===== src/rtl/uart_tx_sequencer.sv =====
// UART transmit sequencer: frames a byte onto tx_serial using a fractional baud accumulator.
// Define UART_TX_PARITY_EN to add an even-parity bit (11-bit frame instead of 10-bit).
module uart_tx_sequencer #(
    parameter logic [31:0] CLK_FREQ_HZ = 32'd50_000_000
) (
    input  logic        clk,
    input  logic        reset,
    input  logic        tx_en,
    input  logic        load,
    input  logic [7:0]  tx_data,
    input  logic [31:0] baud_rate,
    output logic        tx_serial,
    output logic        busy,
    output logic        data_transmitted
);

    typedef enum logic [2:0] {
        ST_IDLE,
        ST_START,
        ST_DATA,
        ST_STOP,
        ST_DONE
`ifdef UART_TX_PARITY_EN
        , ST_PARITY
`endif
    } state_t;

    state_t      state_q;
    logic [32:0] acc_q;
    logic [32:0] acc_d;
    logic [32:0] acc_sum;
    logic [7:0]  shift_q;
    logic [2:0]  bit_cnt_q;
    logic        tx_serial_q;
    logic        busy_q;
    logic        data_transmitted_q;
    logic        fast_baud;
    logic        tick;
`ifdef UART_TX_PARITY_EN
    logic        parity_q;
`endif

    // Phase accumulator: acc stays below CLK_FREQ_HZ, so acc+baud fits in 33 bits.
    always_comb begin
        // NOTE: every always_comb output gets a default first so no latch is inferred.
        acc_sum   = acc_q + {1'b0, baud_rate};
        fast_baud = (baud_rate >= CLK_FREQ_HZ);
        tick      = 1'b0;
        acc_d     = acc_sum;
        if (fast_baud) begin
            tick  = 1'b1;
            acc_d = '0;
        end else if (acc_sum >= {1'b0, CLK_FREQ_HZ}) begin
            tick  = 1'b1;
            acc_d = acc_sum - {1'b0, CLK_FREQ_HZ};
        end
    end

    // NOTE: sequential state uses non-blocking assignments only, so every register
    // sees the pre-edge values of the others regardless of statement order.
    always_ff @(posedge clk or negedge reset) begin
        if (!reset) begin
            state_q            <= ST_IDLE;
            acc_q              <= '0;
            shift_q            <= '0;
            bit_cnt_q          <= '0;
            tx_serial_q        <= 1'b1;
            busy_q             <= 1'b0;
            data_transmitted_q <= 1'b0;
`ifdef UART_TX_PARITY_EN
            parity_q           <= 1'b0;
`endif
        end else begin
            case (state_q)
                ST_IDLE: begin
                    tx_serial_q        <= 1'b1;
                    busy_q             <= 1'b0;
                    data_transmitted_q <= 1'b0;
                    if (tx_en && load && (baud_rate != '0)) begin
                        shift_q     <= tx_data;
                        acc_q       <= '0;
                        bit_cnt_q   <= '0;
                        state_q     <= ST_START;
                        tx_serial_q <= 1'b0;
                        busy_q      <= 1'b1;
`ifdef UART_TX_PARITY_EN
                        parity_q    <= ^tx_data;
`endif
                    end
                end
                ST_START: begin
                    acc_q <= acc_d;
                    if (tick) begin
                        state_q     <= ST_DATA;
                        bit_cnt_q   <= '0;
                        tx_serial_q <= shift_q[0];
                    end
                end
                ST_DATA: begin
                    acc_q <= acc_d;
                    if (tick) begin
                        shift_q   <= shift_q >> 1;
                        bit_cnt_q <= bit_cnt_q + 3'd1;
                        if (bit_cnt_q == 3'd7) begin
`ifdef UART_TX_PARITY_EN
                            state_q     <= ST_PARITY;
                            tx_serial_q <= parity_q;
`else
                            state_q     <= ST_STOP;
                            tx_serial_q <= 1'b1;
`endif
                        end else begin
                            tx_serial_q <= shift_q[1];
                        end
                    end
                end
`ifdef UART_TX_PARITY_EN
                ST_PARITY: begin
                    acc_q <= acc_d;
                    if (tick) begin
                        state_q     <= ST_STOP;
                        tx_serial_q <= 1'b1;
                    end
                end
`endif
                ST_STOP: begin
                    acc_q <= acc_d;
                    if (tick) begin
                        state_q            <= ST_DONE;
                        data_transmitted_q <= 1'b1;
                    end
                end
                ST_DONE: begin
                    acc_q              <= acc_d;
                    state_q            <= ST_IDLE;
                    data_transmitted_q <= 1'b0;
                    busy_q             <= 1'b0;
                    tx_serial_q        <= 1'b1;
                end
                default: begin
                    state_q            <= ST_IDLE;
                    tx_serial_q        <= 1'b1;
                    busy_q             <= 1'b0;
                    data_transmitted_q <= 1'b0;
                end
            endcase
        end
    end

    assign tx_serial        = tx_serial_q;
    assign busy             = busy_q;
    assign data_transmitted = data_transmitted_q;

endmodule

===== config.mk =====
export PLATFORM = sky130hd
export DESIGN_NAME = uart_tx_sequencer
export DESIGN_NICKNAME = d
export VERILOG_FILES = /design/src/rtl/uart_tx_sequencer.sv
export SDC_FILE = /design/constraint.sdc
export NUM_CORES = 1
export LEC_CHECK = 0
export CORE_UTILIZATION = 64
export CTS_BUF_LIST = sky130_fd_sc_hd__clkbuf_8
export DETAILED_ROUTE_END_ITERATION = 8
export GPL_TIMING_DRIVEN = 1
export PLACE_DENSITY = 0.95
export SETUP_SLACK_MARGIN = 0.15
export SLEW_MARGIN = 20
export SYNTH_ARGS = -nofsm -noshare
export SYNTH_HDL_FRONTEND = slang
export SYNTH_SLANG_ARGS = --single-unit

===== constraint.sdc =====
create_clock -name clk -period 8.95 [get_ports clk]
set_input_delay 2.685 -clock clk [delete_from_list [all_inputs] [get_ports clk]]
set_output_delay 2.685 -clock clk [all_outputs]
set_load 0.05 [all_outputs]

# Yosys cells after proc, flatten, opt, wreduce, memory -nomap -nowiden
# Cells that the tools add are included.
# classes
eq_ne	10
n_reduce_logical	16
n_mux	28
addsub	3
bitwise	2
magnitude_cmp	2
# op_table
operator	n
two-way mux 33 bit	3
one-hot mux 33 bit (2 select lines)	1
adder 33 x 32 -> 33 bit	1
>= comparator 33 x 26 -> 1 bit, second input constant	1
subtractor 33 x 26 -> 33 bit, second input constant	1
>= comparator 32 x 26 -> 1 bit, second input constant	1
nonzero test 32 bit	1
two-way mux 3 bit	8
two-way mux 8 bit	2
one-hot mux 8 bit (2 select lines)	1
one-hot mux 3 bit (4 select lines)	1
!= test 2 bit, second input constant	5
one-hot mux 3 bit (3 select lines)	1
two-way mux 1 bit	8
equality test 3 x 2 -> 1 bit, second input constant	2
equality test 3 bit, second input constant	2
AND reduction 3 bit	2
AND reduction 5 bit	1
one-hot mux 1 bit (2 select lines)	2
one-hot mux 1 bit (4 select lines)	1
AND reduction 2 bit	2
AND reduction 4 bit	1
nonzero test 2 bit	2
OR reduction 4 bit	1
other kinds (8)	10
# totals
out_inout_bits	3
register_bits	50

# Logic depth before layout (Yosys ltp)
# Gate-level depths: netlist (run 1).
# depth
ltp_word	6
mapped_depth	17
depth_no_buf	15

# Least setup slack after synthesis (run 1)
# Ideal clock, no wire load.
# synth_path
kind	input port to flip-flop
startpoint	input port baud_rate[0]
endpoint	register acc_q[30]
t_arrival_ps	6045
cell_stages	15
setup_time_ps	126
setup_slack_ps	2779
path_buffers	1
cell_sequence	ha_1 > inv_1 > fa_1 > nand2b_1 > a211oi_2 > o21a_2 > o2111ai_1 > a2111oi_4 > nand4_2 > a2111oi_4 > a31o_1 > buf_6 > o211ai_4 > or3_1 > a221o_1
# synth_between
elab_chain_cells	5
elab_cells_between_ends	11
cone_classes	add/sub (2); order compare (2); eq/ne (1); mux (3); reduce/logical (3)
# synth_lines
element	line	text
start, declared	11	input logic [31:0] baud_rate,
adder 33 x 32 -> 33 bit	46	acc_sum = acc_q + {1'b0, baud_rate};
subtractor 33 x 26 -> 33 bit or >= comparator 33 x 26 -> 1 bit (tied branches)	55, 53	
two-way mux 33 bit	53	end else if (acc_sum >= {1'b0, CLK_FREQ_HZ}) begin
two-way mux 33 bit	50	if (fast_baud) begin
one-hot mux 33 bit (2 select lines)	74	case (state_q)
end signal, assigned	64	acc_q <= '0;
end signal, assigned	81	acc_q <= '0;
end signal, assigned	92	acc_q <= acc_d;
end, declared	29	logic [32:0] acc_q;
# Several ways; a longest one is shown, not always the timed one.
# A chain may end at the register's enable or synchronous reset.

# Worst setup path in the final report (run 1)
# layout_path
startpoint	input port baud_rate[0]
endpoint	register bit_cnt_q[0]
# layout_between
elab_chain_cells	6
elab_cells_between_ends	11
cone_classes	add/sub (1); order compare (2); eq/ne (3); mux (2); reduce/logical (3)
# layout_lines
element	line	text
adder 33 x 32 -> 33 bit	46	
>= comparator 33 x 26 -> 1 bit	53	
two-way mux 1 bit	53	
two-way mux 1 bit	50	
!= test 2 bit (no line)	-	
AND reduction 4 bit (no line) (*)	-	
end signal, assigned	103	bit_cnt_q <= bit_cnt_q + 3'd1;
end, declared	33	logic [2:0] bit_cnt_q;
# Mark *: on every way between the ends. The rest lies on a longest branch, timed or not.

==> results of run 1 <==
==> metal layers <==
metal / share of wire / routed length [µm] / global-route usage
met2: 0.45 / 7269 / 0.6198
met1: 0.39 / 6288 / 0.5151
met5: 0 / 0 / 0
met3: 0.12 / 1897 / 0.07964
met4: 0.033 / 528 / 0.1432
==> Yosys cell counts (3+ instances only) <==
cell type	number
o21ai_0	34
nand3b_1	3
inv_1	19
a21oi_2	3
nand2_1	78
nand4_1	16
a211o_1	9
or4_1	10
or3_1	10
a21boi_0	3
nor3_1	15
a31oi_1	7
nor2_1	43
o211a_1	4
o21bai_1	4
mux2_2	3
and2_1	8
clkbuf_1	20
a21oi_1	45
xor2_1	7
nand3_1	27
buf_2	7
a21o_1	12
xnor2_1	15
o211ai_1	15
nor4b_1	4
a211oi_2	4
ha_1	35
o22a_1	6
o21a_1	24
a22o_1	7
nor4_1	10
o22ai_1	3
dfrtp_1	49
a211oi_1	7
and4_1	9
and3_1	5
nor2b_1	5
o21ai_1	8
==> final timing paths <==
path / to / slack [ps] / cells past startpoint
setup / recovery: bit_cnt_q[0]$_DFFE_PN0P_ / 1550 / 15
hold / removal: acc_q[2]$_DFFE_PN0P_ / 490 / 2
setup reg to reg: bit_cnt_q[0]$_DFFE_PN0P_ / 4090 / 14
hold reg to reg: acc_q[2]$_DFFE_PN0P_ / 490 / 2
max in group asynchronous: data_transmitted$_DFFE_PN0P_ / 6120 / 1
min in group asynchronous: acc_q[27]$_DFFE_PN0P_ / 2370 / 1
==> registers in the layout, summed over array words and instances (netlist names) <==
register          cells
state_q               3
bit_cnt_q             3
acc_q                33
tx_serial             1
shift_q               8
data_transmitted      1
busy                  1
==> report_power, final <==
part,switching [µW],internal [µW],leakage (µW),total [µW]
Sequential,37.2,265,0.000666,302
Combinational,220,140,0.00174,360
Clock,82.7,83.9,0.0000585,167
Total,340,488,0.00246,829
==> area by class of cell <==
type,instances,area share
Clock buffer,5,0.01183
Clock inverter,3,0.007527
Inverter,19,0.01226
Multi-Input combinational cell,552,0.6499
Sequential cell,50,0.2153
Tap cell,102,0.02194
Timing Repair Buffer,48,0.08129
==> kinds of logic (layout without fill, tap and decap cells) <==
group,count (synthesis),in the layout,synth area share
muxes,4,4,0.008367
adders and majority gates,36,36,0.08750
AOI/OAI and AO/OA,229,229,0.3225
xor gates and xnor gates,24,24,0.04303
and+or+nand+nor,259,259,0.2594
buffers and inverters,49,75,0.03992
DFF,50,50,0.2393
==> per-stage QoR <==
| stage | total power [µW] | util |
|---|---|---|
| 3_3_place_gp | 635.7 | 0.7304 |
| 6_report | 828.6 | 0.7452 |
| 2_1_floorplan | 547.5 | - |
| 4_1_cts | 820.3 | 0.7449 |
| 3_5_place_dp | 656.6 | 0.7304 |
| 5_1_grt | 869.4 | 0.7452 |
==> critical path: stages <==
cell and delay, ps:
clkdlybuf4s50_1 510, ha_1 210, inv_1 60, fa_1 400, nand2b_1 190, a211oi_2 390, o21a_1 260, o211ai_1 120
a211oi_2 310, nand4b_1 350, nor4_2 530, a31o_1 470, or2_1 550, o311ai_1 250, mux2_2 310
==> flow_summary.yaml, run 1 <==
power:
  max-vdd-ir-drop_v: 0.0002242
  p_per_area_mw_per_mm2: 142.4
  p_leak_uw: 0.002463
grt:
  grt_antenna_before_repair: 0
  grt-ovfl-total: 0
  grt_pass1_vias: 5406
  track_usage: 0.3871
  grt_pass1_wl_um: 26320
  grt_max_degree: 51
cells_and_area:
  drive_gt1_frac: 0.06499
  final-instance-count-excl-fill: 779
  finish.instance_area_mm2: 0.005818
  area_growth_pct: 11.16
  ff_latch_area_mm2: 0.001252
  nNetsFinal: 756
  multi_input_area_mm2: 0.003781
  mostFrequentLayoutCell: "nand2_1"
  nFillCells: 589
  final_cell_mix: "nand2_1 (78), dfrtp_1 (49), a21oi_1 (45), clkdlybuf4s50_1 (45), nor2_1 (43)"
  n_antenna_cell: 0
critical_path:
  worstPathRequired_ps: 9160
  cp_max_fo: 15
  path_class: "in -> reg"
  crit_start: "baud_rate[0]"
  setup.worst_path.end_class: "flip-flop"
  r2r-start: "acc_q[0]$_DFFE_PN0P_"
  cp.arrival_ps: 7600
  start_kind: "input pin"
synth:
  synth_nets: 731
  synth_area_leaders: "dfrtp_1 (23%), ha_1 (8.4%), nand2_1 (5.6%), a21oi_1 (4.3%), o21a_1 (3.4%)"
  syn_inst: 651
  synth_cell_types: 83
  async_flop_share: 1.000
  syn_area_per_cell_um2: 8.040
  synth_top_area_share: 0.2343
  ys_seq_elements: 50
  synth_edf_count: 0
  syn_area_mm2: 0.005234
  synth_flop_cell: "dfrtp_1"
  yosys_warnings: 0
  ys_seq_area_frac: 0.2393
  synth_area_leader_cell: "dfrtp_1"
worst_hold_path:
  hold_path_class: "reg -> reg"
  hp-start: "acc_q[2]$_DFFE_PN0P_"
die:
  die_h_um: 92.43
  initial_core_util: 0.6704
  fp.dieW_um: 92.43
  die_area_mm2: 0.008543
  core_area_mm2: 0.007807
  io_pins: 47
  rows: 32
timing:
  worst_slew_pin_slew_ps: 975.4
  clock_skew_ps: 15.16
  setup_viol: 0
  hold_violations: 0
  finalSetupTns_ps: 0
  setup_slack_ps: 1555
  period_needed_ps: 7395
  rsz0062_at_grt: "no"
  drv_slew: 0
  maxSlewHeadroom: 0.3497
  fin_crit_sh: 0.8263
  timing.hold.ws_ps: 494.7
  fmax_mhz: 135.2
placement:
  place.gp.congestion: 0.9878
  dp.cells: 771
  dp_hpwl_um: 12210
  place_ws_ps: 1351
  portBuffers: 46
  postPlaceCellArea_mm2: 0.005703
route:
  ant_nets: 0
  drc: 0
  wl_um: 15980
  vias_per_cell: 7.220
  firstDrtPassIters: 5
  via_count: 5624
  drt-wirelength-per-cell_um: 20.52
  drt_iter0_drc: 684
clock_network:
  clockRootBuffer: "clkbuf_8"
  cts_buffer_depth: 2
  ctsResizeCount: 0
  tritoncts: "done"
  post_cts_buffers: 0
  cts_num_sinks: 50
  htreeDepth: 2
  clk_latency_ps: 320
  cts_buffers: 5
  clkSlewWorstSetupHoldPaths_ps: 100
  holdBufCountCts: 0
run_status:
  status: "finished clean"
flow_run:
  maxCapViolations: 0
Power figures use the tool's default switching activity.
==> run 2, diff against run 1 <==
--- a/config.mk
+++ b/config.mk
@@ -5,11 +5,11 @@
 export SDC_FILE = /design/constraint.sdc
 export NUM_CORES = 1
 export LEC_CHECK = 0
-export CORE_UTILIZATION = 64
+export CORE_UTILIZATION = 61
 export CTS_BUF_LIST = sky130_fd_sc_hd__clkbuf_8
 export DETAILED_ROUTE_END_ITERATION = 8
 export GPL_TIMING_DRIVEN = 1
-export PLACE_DENSITY = 0.95
+export PLACE_DENSITY = 0.92
 export SETUP_SLACK_MARGIN = 0.15
 export SLEW_MARGIN = 20
 export SYNTH_ARGS = -nofsm -noshare
==> constraint.sdc (replaced) <==
create_clock -name clk -period 7.2 [get_ports clk]
set_input_delay 2.16 -clock clk [delete_from_list [all_inputs] [get_ports clk]]
set_output_delay 2.16 -clock clk [all_outputs]
set_load 0.05 [all_outputs]
==> flow_summary.yaml, run 2 (synthesis results as in run 1) <==
die:
  die_area_mm2: 0.008955
  core_area_mm2: 0.008258
  die_h_um: 94.63
  rows: 33
  initial_core_util: 0.6338
  io_pins: 47
  fp.dieW_um: 94.63
route:
  drt-wirelength-per-cell_um: 19.43
  drc: 0
  drt_iter0_drc: 436
  vias_per_cell: 6.987
  firstDrtPassIters: 5
  via_count: 5478
  ant_nets: 0
  wl_um: 15230
worst_hold_path:
  hp-start: "shift_q[0]$_DFFE_PN0P_"
  hold_depth: 1
  hold_path_class: "reg -> reg"
critical_path:
  path_class: "in -> reg"
  crit_start: "baud_rate[0]"
  cp.arrival_ps: 6720
  slowest_delay_ps: 500
  cp.depth: 15
  crit_top_cell: "a211oi_2"
  r2r-start: "acc_q[0]$_DFFE_PN0P_"
  critPathTopFamily: "compound AO/OA/AOI/OAI gates"
  worst-path-buf-inv: 2
  start_kind: "input pin"
  worstPathCellList: "clkdlybuf4s50_1, ha_1, inv_1, fa_1, nand2b_1, a211oi_2, o21a_1, o211ai_1, a211oi_2, nand4b_1, nor4_2, a31o_1, or2_1, o311ai_1, mux2_2"
  setup.worst_path.end_class: "flip-flop"
  worstPathRequired_ps: 7390
  slowest_stage: "clkdlybuf4s50_1"
  cp_max_fo: 15
  ff2ff_path_depth: 14
clock_network:
  clkSlewWorstSetupHoldPaths_ps: 80
  post_cts_buffers: 0
  clockRootBuffer: "clkbuf_8"
  htreeDepth: 2
  ctsResizeCount: 0
  cts_buffers: 5
  cts_buffer_depth: 2
  clk_latency_ps: 310
  holdBufCountCts: 0
  tritoncts: "done"
  cts_num_sinks: 50
timing:
  finalSetupTns_ps: 0
  period_needed_ps: 6526
  drv_slew: 0
  clock_skew_ps: 14.88
  worst_slew_pin_slew_ps: 944.2
  maxSlewHeadroom: 0.3705
  fin_crit_sh: 0.9064
  setup_viol: 0
  hold_violations: 0
  rsz0062_at_grt: "no"
  fmax_mhz: 153.2
power:
  max-vdd-ir-drop_v: 0.0002337
  p_per_area_mw_per_mm2: 169.9
  p_leak_uw: 0.002460
placement:
  place.gp.congestion: 0.9330
  dp_hpwl_um: 11890
  postPlaceCellArea_mm2: 0.005729
  dp.cells: 776
  portBuffers: 46
cells_and_area:
  finish.instance_area_mm2: 0.005822
  multi_input_area_mm2: 0.003789
  largest_registers: "acc_q: 33 flops, shift_q: 8 flops"
  drive_gt1_frac: 0.06775
  area_growth_pct: 11.24
  finish.utilization: 0.7050
  final-instance-count-excl-fill: 784
  final_cell_mix: "nand2_1 (78), dfrtp_1 (49), a21oi_1 (45), clkdlybuf4s50_1 (45), nor2_1 (43)"
  top_register: "acc_q"
  mostFrequentLayoutCell: "nand2_1"
  largest_register_ffs: 33
  ff_latch_area_mm2: 0.001252
  nNetsFinal: 758
  nFillCells: 680
  n_antenna_cell: 0
grt:
  track_usage: 0.3580
  grt-ovfl-total: 0
  grt_pass1_vias: 5299
  grt_pass1_wl_um: 25150
  grt_max_degree: 51
  grt_antenna_before_repair: 0
flow_run:
  maxCapViolations: 0
run_status:
  status: "finished clean"
-- run 2: layout make-up --
cell class / instances / share of cell area
timing repair buffer: 50 / 0.08382
tap: 105 / 0.02257
clock inverter: 3 / 0.003654
inverter: 19 / 0.01225
clock buffer: 5 / 0.01182
multi-input combinational: 552 / 0.6508
sequential: 50 / 0.2151
-- run 2: metal layers --
metal  global-route usage  vias to the layer above  wire length, µm
met5                    0                        -                0
met4               0.1111                        0              294
met3              0.07407                       39             1502
met2               0.5779                      280             7040
li1                     -                     2552                -
met1               0.4800                     2607             6392
-- run 2: final timing paths --
check / end / slack [ps]
worst max register to register: bit_cnt_q[0]$_DFFE_PN0P_ / 2670
min in group asynchronous: acc_q[26]$_DFFE_PN0P_ / 1840
max in group asynchronous: acc_q[0]$_DFFE_PN0P_ / 4920
worst min-delay path: shift_q[0]$_DFFE_PN0P_ / 500
worst max-delay path: bit_cnt_q[0]$_DFFE_PN0P_ / 670
worst min register to register: shift_q[0]$_DFFE_PN0P_ / 500
-- run 2: worst reg2reg max path, delay by kind of cell (launching register included) --
| kind | cells | cell delay [ps] |
|---|---|---|
| AO/OA/AOI/OAI | 6 | 1600 |
| AND/OR/NAND/NOR | 4 | 1520 |
| adder cells (fa/ha/maj) | 2 | 590 |
| flip-flops | 1 | 370 |
| multiplexers | 1 | 300 |
| buffers and inverters | 1 | 60 |
-- run 2: per-stage QoR --
stage / total power (µW) / setup WS, ps / hold slack [ps]
floorplan: 680.6 / 1554 / 453.0
global placement: 790.9 / 629.2 / 476.8
detailed placement: 819.7 / 453.2 / 484.8
CTS: 985.4 / 748.6 / 504.6
global route: 1045 / 257.1 / 511.4
finish: 989.4 / 674.3 / 498.3
-- run 2: report_power, final --
| part | internal [µW] | switching (µW) |
|---|---|---|
| Combinational | 177 | 270 |
| Clock | 68.4 | 98.6 |
| Sequential | 329 | 46.4 |
| Total | 575 | 415 |
